## config.mk

```make
export PLATFORM = sky130hd
export DESIGN_NAME = adc_clkgen_div_flat
export DESIGN_NICKNAME = d
export VERILOG_FILES = /design/src/rtl/adc_clkgen_div_if.sv /design/src/rtl/adc_clkgen_div.sv /design/src/flat_wrapper.sv
export SDC_FILE = /design/constraint.sdc
export NUM_CORES = 1
export LEC_CHECK = 0
export ABC_AREA = 1
export ABC_CLOCK_PERIOD_IN_PS = 4440
export CORE_MARGIN = 2
export CORE_UTILIZATION = 50
export CTS_BUF_LIST = sky130_fd_sc_hd__clkbuf_8
export CTS_CLUSTER_DIAMETER = 100
export DETAILED_ROUTE_END_ITERATION = 7
export GPL_ROUTABILITY_DRIVEN = 0
export MAX_ROUTING_LAYER = met4
export PLACE_DENSITY = 0.76
export SETUP_SLACK_MARGIN = 0.3
export SYNTH_ARGS = -nofsm -noshare
export SYNTH_HDL_FRONTEND = slang
export SYNTH_SLANG_ARGS = --single-unit
```

## constraint.sdc

```tcl
create_clock -name refclk -period 4.44 [get_ports refclk]
set_input_delay 0.444 -clock refclk [delete_from_list [all_inputs] [get_ports refclk]]
set_output_delay 0.444 -clock refclk [all_outputs]
set_load 0.005 [all_outputs]
```

## src/rtl/adc_clkgen_div_if.sv

```systemverilog
// Configuration handshake bundle for adc_clkgen_div.
// The master requests a new divide/phase for one channel; the slave
// reports slot availability (cfg_ready) and rejected requests (cfg_err).
interface adc_clkgen_div_if #(
  parameter int NUM_CH = 6,
  parameter int DIV_W  = 16
);
  localparam int CH_W = (NUM_CH > 1) ? $clog2(NUM_CH) : 1;

  logic             cfg_valid;
  logic             cfg_ready;
  logic [CH_W-1:0]  cfg_ch;
  logic [DIV_W-1:0] cfg_div;
  logic [DIV_W-1:0] cfg_phase;
  logic             cfg_err;

  modport master (
    output cfg_valid, cfg_ch, cfg_div, cfg_phase,
    input  cfg_ready, cfg_err
  );

  modport slave (
    input  cfg_valid, cfg_ch, cfg_div, cfg_phase,
    output cfg_ready, cfg_err
  );
endinterface

```

## src/rtl/adc_clkgen_div.sv

```systemverilog
// adc_clkgen_div: multi-channel programmable clock/strobe divider on refclk.
// Each channel counts 0..div-1; outclk is high for the first div/2 counts,
// outstb pulses on count 0. Divide/phase updates are held pending and applied
// at the target channel's wrap so the output never glitches. A lock FSM
// reports LOCKED after LOCK_CYCLES consecutive undisturbed enabled cycles.
// Optional build macro CLKGEN_SYNC_ALIGN_EN adds a sync_in port that realigns
// every channel to its last applied phase.
module adc_clkgen_div #(
  parameter int NUM_CH      = 6,
  parameter int DIV_W       = 16,
  parameter int LOCK_CYCLES = 64
) (
  input  logic              refclk,
  input  logic              rst,
  input  logic              enable,
`ifdef CLKGEN_SYNC_ALIGN_EN
  input  logic              sync_in,
`endif
  adc_clkgen_div_if.slave   cfg,
  output logic [NUM_CH-1:0] outclk,
  output logic [NUM_CH-1:0] outstb,
  output logic              locked
);

  localparam int CH_W  = (NUM_CH > 1) ? $clog2(NUM_CH) : 1;
  localparam int SET_W = $clog2(LOCK_CYCLES + 1);
  localparam logic [CH_W:0] NUM_CH_L = (CH_W + 1)'(NUM_CH);

  localparam logic [0:0] SETTLE = 1'b0;
  localparam logic [0:0] LOCKED = 1'b1;

  logic [DIV_W-1:0] cnt_q   [NUM_CH];
  logic [DIV_W-1:0] div_q   [NUM_CH];
  logic [DIV_W-1:0] phase_q [NUM_CH];
  logic [DIV_W-1:0] cnt_d   [NUM_CH];
  logic [DIV_W-1:0] div_d   [NUM_CH];
  logic [DIV_W-1:0] phase_d [NUM_CH];

  logic             pend_vld;
  logic [CH_W-1:0]  pend_ch;
  logic [DIV_W-1:0] pend_div;
  logic [DIV_W-1:0] pend_phase;

  logic [NUM_CH-1:0] wrap;
  logic [NUM_CH-1:0] sel;
  logic              sync_hit;
  logic              apply_now;
  logic              req_take;
  logic              req_bad;

  logic [0:0]       state_q;
  logic [SET_W-1:0] settle_q;

  assign cfg.cfg_ready = ~pend_vld;
  assign locked        = (state_q == LOCKED);

  assign req_take = cfg.cfg_valid & ~pend_vld;
  assign req_bad  = (cfg.cfg_div < DIV_W'(2)) || ({1'b0, cfg.cfg_ch} >= NUM_CH_L);

  // Next count/divide/phase per channel: realign, apply pending, or free-run.
  always_comb begin
    sync_hit = 1'b0;
`ifdef CLKGEN_SYNC_ALIGN_EN
    sync_hit = enable & sync_in;
`endif
    for (int i = 0; i < NUM_CH; i++) begin
      wrap[i] = (cnt_q[i] == (div_q[i] - DIV_W'(1)));
      sel[i]  = pend_vld && (pend_ch == CH_W'(i));
    end
    apply_now = enable && pend_vld && (sync_hit || |(wrap & sel));
    for (int i = 0; i < NUM_CH; i++) begin
      div_d[i]   = div_q[i];
      phase_d[i] = phase_q[i];
      cnt_d[i]   = cnt_q[i];
      if (apply_now && sel[i]) begin
        div_d[i]   = pend_div;
        phase_d[i] = pend_phase;
      end
      if (sync_hit) begin
        cnt_d[i] = phase_d[i];
      end else if (enable) begin
        if (apply_now && sel[i]) begin
          cnt_d[i] = pend_phase;
        end else if (wrap[i]) begin
          cnt_d[i] = '0;
        end else begin
          cnt_d[i] = cnt_q[i] + DIV_W'(1);
        end
      end
    end
  end

  // Channel state and registered outputs derived from the new count.
  always_ff @(posedge refclk) begin
    if (rst) begin
      for (int i = 0; i < NUM_CH; i++) begin
        cnt_q[i]   <= DIV_W'(1);
        div_q[i]   <= DIV_W'(2);
        phase_q[i] <= '0;
      end
      outclk <= '0;
      outstb <= '0;
    end else begin
      for (int i = 0; i < NUM_CH; i++) begin
        cnt_q[i]   <= cnt_d[i];
        div_q[i]   <= div_d[i];
        phase_q[i] <= phase_d[i];
        if (enable) begin
          outclk[i] <= (cnt_d[i] < (div_d[i] >> 1));
          outstb[i] <= (cnt_d[i] == '0);
        end else begin
          outstb[i] <= 1'b0;
        end
      end
    end
  end

  // Pending-slot control and one-cycle rejection pulse.
  always_ff @(posedge refclk) begin
    if (rst) begin
      pend_vld    <= 1'b0;
      cfg.cfg_err <= 1'b0;
    end else begin
      cfg.cfg_err <= req_take & req_bad;
      if (apply_now) begin
        pend_vld <= 1'b0;
      end else if (req_take && !req_bad) begin
        pend_vld <= 1'b1;
      end
    end
  end

  // Pending request payload; out-of-range phase is folded to 0 on capture.
  always_ff @(posedge refclk) begin
    if (req_take && !req_bad) begin
      pend_ch    <= cfg.cfg_ch;
      pend_div   <= cfg.cfg_div;
      pend_phase <= (cfg.cfg_phase < cfg.cfg_div) ? cfg.cfg_phase : '0;
    end
  end

  // Lock FSM: any disturbance restarts the settle interval.
  always_ff @(posedge refclk) begin
    if (rst) begin
      state_q  <= SETTLE;
      settle_q <= '0;
    end else if (!enable || apply_now || sync_hit) begin
      state_q  <= SETTLE;
      settle_q <= '0;
    end else if (state_q == SETTLE) begin
      settle_q <= settle_q + SET_W'(1);
      if (settle_q + SET_W'(1) == SET_W'(LOCK_CYCLES)) begin
        state_q <= LOCKED;
      end
    end
  end

endmodule

```

## src/flat_wrapper.sv

```systemverilog
// flat-port wrapper written by rule: the top's interface ports become plain ports
module adc_clkgen_div_flat 
#(
  parameter int NUM_CH      = 6,
  parameter int DIV_W       = 16,
  parameter int LOCK_CYCLES = 64
)
  (refclk, rst, enable, outclk, outstb, locked, cfg_cfg_valid, cfg_cfg_ch, cfg_cfg_div, cfg_cfg_phase, cfg_cfg_ready, cfg_cfg_err);
  adc_clkgen_div_if #(.NUM_CH(NUM_CH), .DIV_W(DIV_W)) cfg_i ();
  input  logic refclk;
  input  logic rst;
  input  logic enable;
  output logic [NUM_CH-1:0] outclk;
  output logic [NUM_CH-1:0] outstb;
  output logic locked;
  input wire logic [$bits(cfg_i.cfg_valid)-1:0] cfg_cfg_valid;
  input wire logic [$bits(cfg_i.cfg_ch)-1:0] cfg_cfg_ch;
  input wire logic [$bits(cfg_i.cfg_div)-1:0] cfg_cfg_div;
  input wire logic [$bits(cfg_i.cfg_phase)-1:0] cfg_cfg_phase;
  output wire logic [$bits(cfg_i.cfg_ready)-1:0] cfg_cfg_ready;
  output wire logic [$bits(cfg_i.cfg_err)-1:0] cfg_cfg_err;
  assign cfg_i.cfg_valid = cfg_cfg_valid;
  assign cfg_i.cfg_ch = cfg_cfg_ch;
  assign cfg_i.cfg_div = cfg_cfg_div;
  assign cfg_i.cfg_phase = cfg_cfg_phase;
  assign cfg_cfg_ready = cfg_i.cfg_ready;
  assign cfg_cfg_err = cfg_i.cfg_err;
  adc_clkgen_div #(.NUM_CH(NUM_CH), .DIV_W(DIV_W), .LOCK_CYCLES(LOCK_CYCLES)) u_core (.refclk(refclk), .rst(rst), .enable(enable), .cfg(cfg_i), .outclk(outclk), .outstb(outstb), .locked(locked));
endmodule
```

Word-level counts from Yosys, hierarchy flattened
Memory sizes are Yosys's and may differ from the RTL's.
Index checks and enable logic that the tools add are counted.
{ "totals": {"ramBits": 192, "wordCells": 133, "memories": 2, "ff_bits": 57, "input_bits": 39} }
{ "classes": {"order_cmp": 9, "n_reduce_logical": 30, "mux": 41, "bitwise": 17, "addsub": 13, "eq_ne": 12} }
{ "mem_list": {"columns": ["name", "words", "word_bits", "rd", "rd_ports_with_merged_regs", "write_ports", "line", "rtl"], "rows": [
  ["u_core.cnt_q", 6, 16, 6, 0, 6, "adc_clkgen_div.sv:32", "logic [DIV_W-1:0] cnt_q [NUM_CH];"],
  ["u_core.div_q", 6, 16, 6, 0, 6, "adc_clkgen_div.sv:33", "logic [DIV_W-1:0] div_q [NUM_CH];"]
]} }
{ "op_table": {"columns": ["cell", "count"], "rows": [
  ["16-bit two-way mux", 36],
  ["16-bit by 1-bit adder with 16-bit output, second input constant", 6],
  ["16-bit equality test", 6],
  ["16-bit logical NOT", 6],
  ["16-bit by 15-bit less-than comparator with 1-bit output", 6],
  ["16-bit by 1-bit subtractor with 16-bit output, second input constant", 6],
  ["16-bit less-than comparator", 1],
  ["16-bit by 2-bit less-than comparator with 1-bit output, second input constant", 1],
  ["1-bit logical AND", 15],
  ["1-bit OR", 12],
  ["7-bit by 1-bit adder with 7-bit output, second input constant", 1],
  ["7-bit equality test, second input constant", 1],
  ["6-bit bitwise AND", 1],
  ["3-bit by 2-bit equality test with 1-bit output, second input constant", 2],
  ["3-bit equality test, second input constant", 2],
  ["2-bit OR reduction", 3],
  ["6-bit OR reduction", 1],
  ["1-bit two-way mux", 5],
  ["3-bit by 1-bit equality test with 1-bit output, second input constant", 1],
  ["3-bit >= comparator, second input constant", 1],
  ["3-bit logical NOT", 1],
  ["1-bit bitwise AND", 2],
  ["1-bit logical NOT", 2],
  ["1-bit logical OR", 2],
  ["1-bit NOT", 2]
]} }

Depth between registers and ports, before layout
An unclocked memory read counts as a cell.
{ "logic_depth": {"ltp_word": 10, "depth_mapped": 31} }

Worst setup path before layout
OpenSTA, ideal clock, no wires.
{ "synth_path": {"kind": "flip-flop to flip-flop", "start": "mem u_core.div_q[0][0]", "end": "reg u_core.outclk[5]", "n_path_buf": 1, "path_slack_ns": 1.083, "arrival_ns": 3.285, "setup_ns": 0.071, "path_stages_with_launch": 27, "synth_period_minus_slack_ns": 3.357, "cell_sequence": "dfxtp_1 > inv_1 > ha_1 > inv_2 > nor2_2 > nand3_2 > nor2_2 > xor2_1 > nand2_1 > nor3_2 > nand4_1 > nand2_1 > inv_1 > nand3_2 > nand2_4 > inv_6 > nand2_2 > clkbuf_1 > o21ai_0 > ha_1 > a21oi_1 > nor2_1 > a211oi_1 > o21ai_1 > clkinv_1 > nand2_1 > a21oi_1"} }
{ "synth_lines": {"columns": ["item", "line", "rtl"], "rows": [
  ["from (decl)", "adc_clkgen_div.sv:33", null],
  ["to (signal, indexed assignment)", "adc_clkgen_div.sv:109", "outclk[i] <= (cnt_d[i] < (div_d[i] >> 1));"],
  ["to (decl)", "adc_clkgen_div.sv:20", "output logic [NUM_CH-1:0] outclk,"]
]} }

==> run_results.csv <==
group,metric,value,unit
global_route,grt_max_degree,164,
sta,slew_violations,0,
layout,layout-drive-gt1-share,0.113,
sta,period_needed,4.03,ns
setup_path,slowest_stage,"dfxtp_2",
sta,whs,0.313,ns
synthesis,synth_area,19500,µm²
setup_path,cp.arrival,4.59,ns
layout,final_nets,3246,
synthesis,synth_nets,3170,
place,io_buffers,53,
sta,rsz0062_at_grt,"false",
route,totalWireLength,67600,µm
setup_path,cp-startpoint,"u_core.div_q[0][16]",
route,num_vias,21111,
setup_path,cpLargestDelayFamily,"simple AND/OR/NAND/NOR gates",
sta,fin_crit_sh,0.908,
clocking,postCtsHoldBufs,0,
floorplanning,die_h,202,µm
route,wl_per_cell,18.5,µm
layout,syn2layout_area_growth,14.3,%
floorplanning,start_util,0.505,
setup_path,crit_fanout,5,
floorplanning,core,38600,µm²
clocking,cts_buffers,46,
floorplanning,rows,72,
sta,tightest_slew,1.13,ns
clocking,clkTransAtPathRegs,0.07,ns
clocking,cts_root_buffer,"clkbuf_8",
clocking,cts_buffer_depth,3,
floorplanning,die_w,202,µm
setup_path,criticalPathCategory,"reg -> reg",
sta,final-setup-viol-count,0,
sta,finalHoldViolCount,0,
setup_path,timing.critical_path.mode_cell,"nor2_2",
power,p_clk_frac,0.408,
layout,mostFrequentLayoutCells,"687 x nand2_1, 467 x nor2_1, 390 x inv_1",
run_status,outcome,"finished with violations",
synthesis,ys_seq_area_frac,0.273,
route,drc_errors,1,
synthesis,yosysUniqueCellTypes,73,
synthesis,yosysWarningCount,0,
setup_path,rr_startpoint,"u_core.div_q[0][16]",
route,dr.pass1.iters,8,
setup_path,critical_path.endpoint_type,"register",
route,drtAntennaViolNets,0,
synthesis,synth_top_area_frac,0.219,
route,drt_iter0_drc,2505,
power,cellPowerDensity,271,nW/µm²
flow_run,cap_violations,0,
global_route,grt.overflow.total,0,
power,comb_power_share,0.178,
synthesis,syn_avg_cell_area,6.47,µm²
min_path,hp-class,"in -> reg",
power,switching_share,0.319,
power,vdd_drop_max,0.257,mV
sta,max_freq,248,MHz
floorplanning,die_area,40700,µm²
synthesis,async_flop_share,0,
synthesis,synth_edf_count,35,
min_path,worstHoldStart,"rst",
sta,setup_tns,0,ns
run_status,violations,"design-rule violations",
route,viasPerCell,5.77,
layout,multi_input_area,12800,µm²
layout,final-seq-area,5340,µm²
synthesis,ys_top_cells_by_area,"dfxtp_1 22%, nand2_1 13%, nor2_1 9.3%, inv_1 7.3%, ha_1 7.2%",
power,internal_power,4.12,mW
synthesis,ys_ff_latch,249,
synthesis,synth_top_cell_by_area,"dfxtp_1",
floorplanning,ioPinCount,54,
global_route,antenna_found_initial,4,
power,power.total,6.06,mW
synthesis,postSynthCellCount,3019,
clocking,tritoncts,"yes",
global_route,grt_pass1_vias,19574,
layout,n_fill_cell,3569,
clocking,clk-insertion-delay-late,0.67,ns
power,power.leakage,10.9,nW
place,dp_hpwl,48800,µm
setup_path,slowest_delay,0.35,ns
synthesis,synth_flop_cell,"dfxtp_1",
setup_path,path_buf_inv,7,
layout,layout_commonest_cell,"nand2_1",
global_route,track_usage,0.328,
setup_path,worst_setup_path_start_kind,"register",
clocking,cts_num_sinks,249,
power,p_seq_frac,0.414,
global_route,grt_pass1_wl,103000,µm
clocking,cts_max_level,2,
power,switchingPower,1.93,mW
setup_path,required,5.00,ns
sta,slew_headroom,0.247,
sta,skew,0.0501,ns
final timing paths:
kind / endpoint / slack, ns / depth (start not counted)
worst min-delay path: u_core.div_q[0][13] / 0.31 / 2
worst min register to register: u_core.outclk[4] / 0.47 / 2
worst max-delay path: u_core.outclk[5] / 0.41 / 28
worst max register to register: u_core.outclk[5] / 0.41 / 28
state kept, by name, summed over array words and instances, names as in the netlist, 3 cells and up:
name	count
u_core.outstb	6
u_core.outclk	6
u_core.pend_phase	16
u_core.pend_ch	3
u_core.div_q	96
u_core.cnt_q	96
u_core.settle_q	7
u_core.pend_div	16
kinds of logic (layout without fill, tap and decap cells):
group | after synthesis | count (layout) | share of synthesized area
multiplexers | 41 | 41 | 0.0210
AND/OR/NAND/NOR | 1625 | 1626 | 0.368
AO/OA/AOI/OAI | 396 | 396 | 0.119
other | 0 | 8 | 0
adder cells (fa/ha/maj) | 112 | 112 | 0.0717
flip-flops | 249 | 249 | 0.273
buffers and inverters | 485 | 597 | 0.0951
XOR/XNOR | 111 | 111 | 0.0520
metal layers:
metal | wire [µm] | GRT usage
met1 | 26200 | 0.399
met2 | 29300 | 0.493
met3 | 8150 | 0.0875
met4 | 3920 | 0.186
met5 | 0 | -
area by class of cell:
| cell class | instances | area share |
|---|---|---|
| clock inverter | 23 | 0.00740 |
| timing repair buffer | 96 | 0.0389 |
| inverter | 416 | 0.0710 |
| sequential | 249 | 0.239 |
| antenna | 8 | 0.000897 |
| multi-input combinational | 2286 | 0.575 |
| tap | 518 | 0.0290 |
| clock buffer | 62 | 0.0382 |
Yosys cell counts, types with 4 or more instances:
cell        n
nand2_1   699
nor2_1    483
inv_1     382
dfxtp_1   214
nand3_1   181
o21ai_0   163
ha_1      112
a21oi_1    74
xor2_1     69
nand4_1    67
clkbuf_1   52
nor3_1     48
mux2i_1    41
xnor2_1    38
edfxtp_1   35
o21ai_1    34
nor2_2     33
a31oi_1    28
nand3b_1   26
inv_2      25
o211ai_1   20
a211oi_1   15
nor2_4     13
nand2_2    11
nand3_2    11
buf_2      10
nor4_1     10
or2_2       9
nor3_2      8
clkinv_1    7
nand2_4     7
o21bai_1    7
a21boi_0    6
a31o_2      6
o21ai_2     6
or2_1       6
a21o_1      5
o22ai_1     4
power by group through the flow:
stage | Combinational, mW | Clock [mW] | Sequential [mW]
floorplan | 0.700 | 0 | 2.47
global placement | 0.966 | 0 | 2.54
detailed placement | 0.994 | 0 | 2.54
CTS | 1.00 | 2.49 | 2.50
global route | 1.19 | 2.58 | 2.51
finish | 1.08 | 2.47 | 2.51
metrics by stage:
step                       util  setup WS, ns  instance area, µm²  cells
after floorplan               -          1.08               19500   3019
after global placement    0.533         0.404               20600   3543
after detailed placement  0.533         0.293               20600   3543
after CTS                 0.560         0.280               21600   3628
after global routing      0.577         0.190               22300   3654
final                     0.578         0.409               22300   3658
timing repair:
item,4_1_cts,5_1_grt
buffers inserted,0,21
gates resized for setup,1,132
endpoints found under the setup margin,3,6
pin swaps,0,34
hold endpoints to repair,0,0
gates cloned,0,1
(Power assumes the default switching activity.)
